==> config.mk <==
export PLATFORM = sky130hd
export DESIGN_NAME = result_writer_rgb888
export DESIGN_NICKNAME = d
export VERILOG_FILES = /design/src/rtl/conv_pkg.sv /design/src/rtl/pix_fifo2.sv /design/src/rtl/result_writer_rgb888.sv
export SDC_FILE = /design/constraint.sdc
export NUM_CORES = 1
export LEC_CHECK = 0
export ABC_CLOCK_PERIOD_IN_PS = 7020
export CAP_MARGIN = 20
export CORE_MARGIN = 2
export CORE_UTILIZATION = 30
export CTS_CLUSTER_SIZE = 20
export DETAILED_ROUTE_END_ITERATION = 8
export GPL_TIMING_DRIVEN = 0
export MAX_ROUTING_LAYER = met4
export PLACE_DENSITY = 0.5
export SYNTH_ARGS = -nofsm -noshare
export SYNTH_HDL_FRONTEND = slang
export SYNTH_SLANG_ARGS = --single-unit
export TNS_END_PERCENT = 20
==> constraint.sdc <==
create_clock -name iClk -period 7.02 [get_ports iClk]
set_clock_uncertainty 0.2 [all_clocks]
set_input_delay 1.053 -clock iClk [delete_from_list [all_inputs] [get_ports iClk]]
set_output_delay 1.053 -clock iClk [all_outputs]
set_load 0.1 [all_outputs]
==> src/rtl/conv_pkg.sv <==
`default_nettype none
//------------------------------------------------------------------------------
// Module   : conv_pkg
// Purpose  : Shared types, frame defaults and channel saturation helper for
//            the convolution window reader / result writer pair.
// Revision : 1.0  initial release
//------------------------------------------------------------------------------
package conv_pkg;

    localparam int c_FRAME_WIDTH  = 480;
    localparam int c_FRAME_HEIGHT = 272;
    localparam int c_FRAME_DEPTH  = c_FRAME_WIDTH * c_FRAME_HEIGHT;
    localparam int c_ACC_W        = 20;
    localparam int c_SHIFT        = 4;

    typedef enum logic [1:0] {
        ST_IDLE = 2'd0,
        ST_RUN  = 2'd1,
        ST_DONE = 2'd2
    } state_t;

    // Arithmetic shift (floor for negatives) followed by clamp to 0..255.
    // The accumulator is passed sign-extended to 32 bits so one helper serves
    // any accumulator width up to 32.
    function automatic logic [7:0] sat_u8(input logic signed [31:0] acc,
                                          input int                 shift);
        logic signed [31:0] v;
        v = acc >>> shift;
        if (v < 0)
            return 8'd0;
        else if (v > 32'sd255)
            return 8'hFF;
        else
            return v[7:0];
    endfunction

endpackage
`default_nettype wire

==> src/rtl/pix_fifo2.sv <==
`default_nettype none
//------------------------------------------------------------------------------
// Module   : pix_fifo2
// Purpose  : Two-entry synchronous FIFO holding converted pixels between the
//            MAC result interface and the BRAM write port.
// Revision : 1.0  initial release
//------------------------------------------------------------------------------
module pix_fifo2 #(
    parameter int DATA_W = 24
) (
    input  logic              iClk,
    input  logic              iRst,
    input  logic              iPush,
    input  logic [DATA_W-1:0] iData,
    input  logic              iPop,
    output logic [DATA_W-1:0] oHead,
    output logic              oFull,
    output logic              oEmpty,
    output logic [1:0]        oCount
);

    logic [DATA_W-1:0] mem_q [2];
    logic              wr_q, rd_q;
    logic [1:0]        count_q;
    logic              w_push, w_pop;

    // Guard against pushing into a full FIFO or popping an empty one.
    assign w_push = iPush && (count_q != 2'd2);
    assign w_pop  = iPop  && (count_q != 2'd0);

    assign oHead  = mem_q[rd_q];
    assign oFull  = (count_q == 2'd2);
    assign oEmpty = (count_q == 2'd0);
    assign oCount = count_q;

    // Storage, pointers and occupancy; simultaneous push/pop keeps the count.
    always_ff @(posedge iClk) begin
        if (!iRst) begin
            mem_q[0] <= '0;
            mem_q[1] <= '0;
            wr_q     <= 1'b0;
            rd_q     <= 1'b0;
            count_q  <= 2'd0;
        end else begin
            if (w_push) begin
                mem_q[wr_q] <= iData;
                wr_q        <= ~wr_q;
            end
            if (w_pop)
                rd_q <= ~rd_q;
            case ({w_push, w_pop})
                2'b10:   count_q <= count_q + 2'd1;
                2'b01:   count_q <= count_q - 2'd1;
                default: count_q <= count_q;
            endcase
        end
    end

endmodule
`default_nettype wire

==> src/rtl/result_writer_rgb888.sv <==
`default_nettype none
//------------------------------------------------------------------------------
// Module   : result_writer_rgb888
// Purpose  : Converts signed per-channel accumulators to RGB888, buffers them
//            in a 2-entry FIFO and writes them in raster order to frame BRAM.
// Revision : 1.0  initial release
//------------------------------------------------------------------------------
module result_writer_rgb888
    import conv_pkg::*;
#(
    parameter int DATA_W = 24,
    parameter int ADDR_W = 17,
    parameter int WIDTH  = c_FRAME_WIDTH,
    parameter int HEIGHT = c_FRAME_HEIGHT,
    parameter int DEPTH  = WIDTH * HEIGHT,
    parameter int ACC_W  = c_ACC_W,
    parameter int SHIFT  = c_SHIFT
) (
    input  logic              iClk,
    input  logic              iRst,
    input  logic              iEn,
    input  logic              iValid,
    input  logic [ACC_W-1:0]  iAccR,
    input  logic [ACC_W-1:0]  iAccG,
    input  logic [ACC_W-1:0]  iAccB,
    output logic              oBusy,
    input  logic              iGrant,
    output logic              oCs,
    output logic              oWe,
    output logic [ADDR_W-1:0] oAddr,
    output logic [DATA_W-1:0] oPixel,
    output logic              oFrameDone,
    output logic              oOverflow
);

    state_t            state_q, state_d;
    logic [ADDR_W-1:0] addr_q, addr_d;
    logic [ADDR_W-1:0] last_addr_q, last_addr_d;
    logic [DATA_W-1:0] last_pix_q, last_pix_d;
    logic              ovf_q, ovf_d;

    logic              w_busy, w_push, w_write, w_drop;
    logic              w_fifo_full, w_empty;
    logic [1:0]        w_count;
    logic [DATA_W-1:0] w_pix_in, w_head;

    // Channel conversion is purely combinational so a push lands this edge.
    assign w_pix_in = {sat_u8(32'(signed'(iAccR)), SHIFT),
                       sat_u8(32'(signed'(iAccG)), SHIFT),
                       sat_u8(32'(signed'(iAccB)), SHIFT)};

    // Busy comes straight from the occupancy so a full FIFO blocks the same
    // cycle, even if a pop is freeing a slot.
    assign w_busy  = (state_q != ST_RUN) || (w_count == 2'd2) || !iEn;
    assign w_push  = iEn && iValid && !w_busy;
    assign w_drop  = iValid && w_busy;
    assign w_write = (state_q == ST_RUN) && iEn && !w_empty && iGrant;

    pix_fifo2 #(
        .DATA_W (DATA_W)
    ) u_fifo (
        .iClk   (iClk),
        .iRst   (iRst),
        .iPush  (w_push),
        .iData  (w_pix_in),
        .iPop   (w_write),
        .oHead  (w_head),
        .oFull  (w_fifo_full),
        .oEmpty (w_empty),
        .oCount (w_count)
    );

    assert property (@(posedge iClk) disable iff (!iRst)
                     (w_fifo_full == (w_count == 2'd2)) && (w_empty == (w_count == 2'd0)));

    assign oBusy      = w_busy;
    assign oCs        = w_write;
    assign oWe        = w_write;
    assign oAddr      = w_write ? addr_q : last_addr_q;
    assign oPixel     = w_write ? w_head : last_pix_q;
    assign oFrameDone = (state_q == ST_DONE);
    assign oOverflow  = ovf_q;

    // State, address, sticky overflow and held BRAM bus registers.
    always_ff @(posedge iClk) begin
        if (!iRst) begin
            state_q     <= ST_IDLE;
            addr_q      <= '0;
            last_addr_q <= '0;
            last_pix_q  <= '0;
            ovf_q       <= 1'b0;
        end else begin
            state_q     <= state_d;
            addr_q      <= addr_d;
            last_addr_q <= last_addr_d;
            last_pix_q  <= last_pix_d;
            ovf_q       <= ovf_d;
        end
    end

    // Frame sequencing: start on enable, finish after the last address write.
    always_comb begin
        state_d     = state_q;
        addr_d      = addr_q;
        last_addr_d = last_addr_q;
        last_pix_d  = last_pix_q;
        ovf_d       = ovf_q | w_drop;

        if (w_write) begin
            last_addr_d = addr_q;
            last_pix_d  = w_head;
        end

        case (state_q)
            ST_IDLE: begin
                if (iEn) begin
                    state_d = ST_RUN;
                    addr_d  = '0;
                    ovf_d   = 1'b0;
                end
            end
            ST_RUN: begin
                if (w_write) begin
                    if (addr_q == ADDR_W'(DEPTH - 1)) begin
                        state_d = ST_DONE;
                        addr_d  = '0;
                    end else begin
                        addr_d = addr_q + ADDR_W'(1);
                    end
                end
            end
            ST_DONE: begin
                state_d = ST_IDLE;
            end
            default: begin
                state_d = ST_IDLE;
            end
        endcase
    end

endmodule
`default_nettype wire
==> metrics <==
end of the critical path oPixel[22]; Mapped Cells about 490; post-CTS resize count 0; most frequent cells in the layout clkdlybuf4s50_1 (98), nor2_1 (81), dfxtp_1 (66); Yosys reg bits 114; Reg2Reg Setup Slack a little over 4000 ps; die area between 15,000 and 20,000 µm²; Synth Flop Type dfxtp_1; DR iter-0 viols 182; # nets final between 600 and 700; number of global-route vias before repair about 4.2k; critical path startpoint category input port; DRC viols 0; Reg area 2760 µm²; first-pass GRT wire length 21,200 µm; Final min period 5400 ps; initial antenna violation count 0; hold_buf cts 0; Max transition margin 33.8%; crit path cell chain clkdlybuf4s50_1, inv_2, or3_1, buf_2, inv_2, buf_2, nor2_1, a21oi_1, clkdlybuf4s50_1; reg-to-reg critical path endpoint u_fifo.mem_q[1][11]; Leak 2.38 nW; CTS tree built; worst-path fanout max 10; gr ovfl total 0; Setup CP Type in2out; final WL 13,100 µm; worst r2r src state_q[0]; drt first pass iters 4; Fillers 1,586; number of synthesis warnings 0; final hold violation count 0; RSZ-0062 raised after global routing false; critical path endpoint category output port; wire length per cell ~16 µm; Worst EP required 5770 ps; sequential fraction of the synthesis area 54.7%; clk slew on worst S/H paths 50 ps; Slew @ Worst Pin 989 ps; site row count 47; CP arrival about 4100 ps; Slowest-stage cell, CP clkdlybuf4s50_1; R2R depth 7; Post-DP HPWL 9530 µm; die width 134 µm; fmax ~190 MHz; Buf+Inv Stages, Crit Path 6; Max Slew Vio Count 0; share of layout cells above drive strength 1 9.37%; slowest cell delay on critical path 1210 ps; Syn Area/Cell 10.4 µm²; root buf cell clkbuf_16; CTS Sinks 114; worst-skew pair later-pin latency 410 ps; largest net degree at the start of global routing 17; remaining antenna violation count 0; Core ar. 16,500 µm²; Worst Hold Depth 1; Diodes inserted 0; Post-synth EDFFs 48; postcts setup bufs 0; share of synthesized registers carrying an async set or reset 0%; Mapped Nets 554; setup TNS 0 ps; Area growth syn-to-layout 37.6%; MaxCap Viol Count 0; final RePlAce weighted congestion 0.852; # port buffers just under 100; GRT Total Usage 15.8%; H-Tree Depth 4; Distinct cells, synth 49; Crit path depth 9; area of the multi-input gates between 2000 and 2500 µm²; total I/O pin count between 100 and 150; starting density of the core 30.5%; die height 134 µm; CP top delay family buffers and inverters; VDD IR max 0.000177 V; min-delay worst type reg2reg; DR vias/cell 4.90; Pwr Density 243 nW/µm²; outcome finished, final reports clean; Vias 4,109; Num CTS Buffers 17; Hold Slack 287 ps; Clock Tree Buf Depth 2; Cell Area, Synth 5050 µm²; # setup viols final 0; most common cell after layout, fill and taps aside clkdlybuf4s50_1; Tcrit/Tclk final 76.9%; Crit. Startpoint iEn
## flip-flops by register name, summed over array words and instances (netlist names), named ones only
register	cells
u_fifo.mem_q	48
last_pix_q	24
addr_q	17
last_addr_q	17
state_q	2
u_fifo.oCount	2
oOverflow	1
u_fifo.rd_q	1
u_fifo.wr_q	1
## how the worst min path moves through the flow
stage	from	to
2_1_floorplan	state_q[1]	state_q[0]
3_3_place_gp	state_q[1]	state_q[0]
3_5_place_dp	state_q[1]	state_q[0]
4_1_cts	state_q[1]	state_q[0]
5_1_grt	state_q[1]	state_q[0]
6_report	state_q[1]	state_q[0]
## routing by layer
metal / track usage, % / part of all wire (%) / up-vias
li1: - / - / 2025
met2: 26.1 / 48 / 104
met3: 4.60 / 4.6 / 10
met5: - / 0 / -
met1: 18.7 / 46 / 1970
met4: 4.43 / 1.1 / 0
## layout make-up
cell class	instances	share of cell area [%]
multi-input cells	333	30.5
flip-flops and latches	114	39.8
repair buffers	100	14.7
well taps	220	3.96
clock buffers	19	6.23
clock inverters	13	2.34
inverters	7	0.378
plain buffers	33	2.07
## cells by family after synthesis
kind of cell	Yosys count	synth area share, %
multiplexers	41	8.55
adder cells (fa/ha/maj)	2	0.496
flip-flops	114	54.7
AND/OR/NAND/NOR	170	17.0
AO/OA/AOI/OAI	116	15.2
XOR/XNOR	4	0.694
buffers and inverters	40	3.37
## synthesized netlist by cell type, types with 2 or more instances
| cell type | n | share of area, % |
|---|---|---|
| nor2_1 | 81 | 6.0 |
| dfxtp_1 | 66 | 26 |
| edfxtp_1 | 48 | 29 |
| a21oi_1 | 37 | 3.7 |
| a211oi_1 | 30 | 4.5 |
| mux2i_1 | 24 | 4.8 |
| o21bai_1 | 24 | 3.6 |
| clkbuf_1 | 21 | 1.6 |
| and2_1 | 18 | 2.2 |
| nand2_1 | 14 | 1.0 |
| mux2_1 | 13 | 2.9 |
| nand3_1 | 12 | 1.2 |
| buf_2 | 10 | 0.99 |
| o21ai_0 | 7 | 0.69 |
| or4_1 | 7 | 1.0 |
| nand4_1 | 6 | 0.74 |
| nor3_1 | 6 | 0.60 |
| or3_1 | 6 | 0.74 |
| inv_1 | 5 | 0.37 |
| nor4_1 | 5 | 0.62 |
| mux2_2 | 4 | 0.89 |
| a31oi_1 | 3 | 0.37 |
| a21o_1 | 2 | 0.30 |
| a22oi_1 | 2 | 0.30 |
| buf_4 | 2 | 0.30 |
| ha_1 | 2 | 0.50 |
| inv_2 | 2 | 0.15 |
| nand2b_1 | 2 | 0.25 |
| nand4_2 | 2 | 0.50 |
| nand4b_1 | 2 | 0.35 |
| o41ai_1 | 2 | 0.35 |
| or2_2 | 2 | 0.25 |
| or4b_1 | 2 | 0.40 |
| xnor2_1 | 2 | 0.35 |
| xor2_1 | 2 | 0.35 |
## through the flow
| step | cells | worst slack, ps | util (%) | power [mW] | area, µm² |
|---|---|---|---|---|---|
| detailed placement | 807 | 1700 | 38.4 | 0.847 | 6350 |
| floorplan | 487 | 2400 | - | 0.789 | 5050 |
| global route | 839 | 1550 | 42.0 | 1.75 | 6940 |
| global placement | 805 | 1440 | 38.1 | 0.843 | 6300 |
| CTS | 839 | 1670 | 42.0 | 1.71 | 6940 |
| finish | 839 | 1620 | 42.0 | 1.69 | 6940 |
## where the power goes
part / internal (mW) / total, mW / switching, mW
combinational: 0.0490 / 0.121 / 0.0720
clock: 0.556 / 0.855 / 0.299
sequential: 0.706 / 0.711 / 0.00519
(Power assumes the default switching activity.)
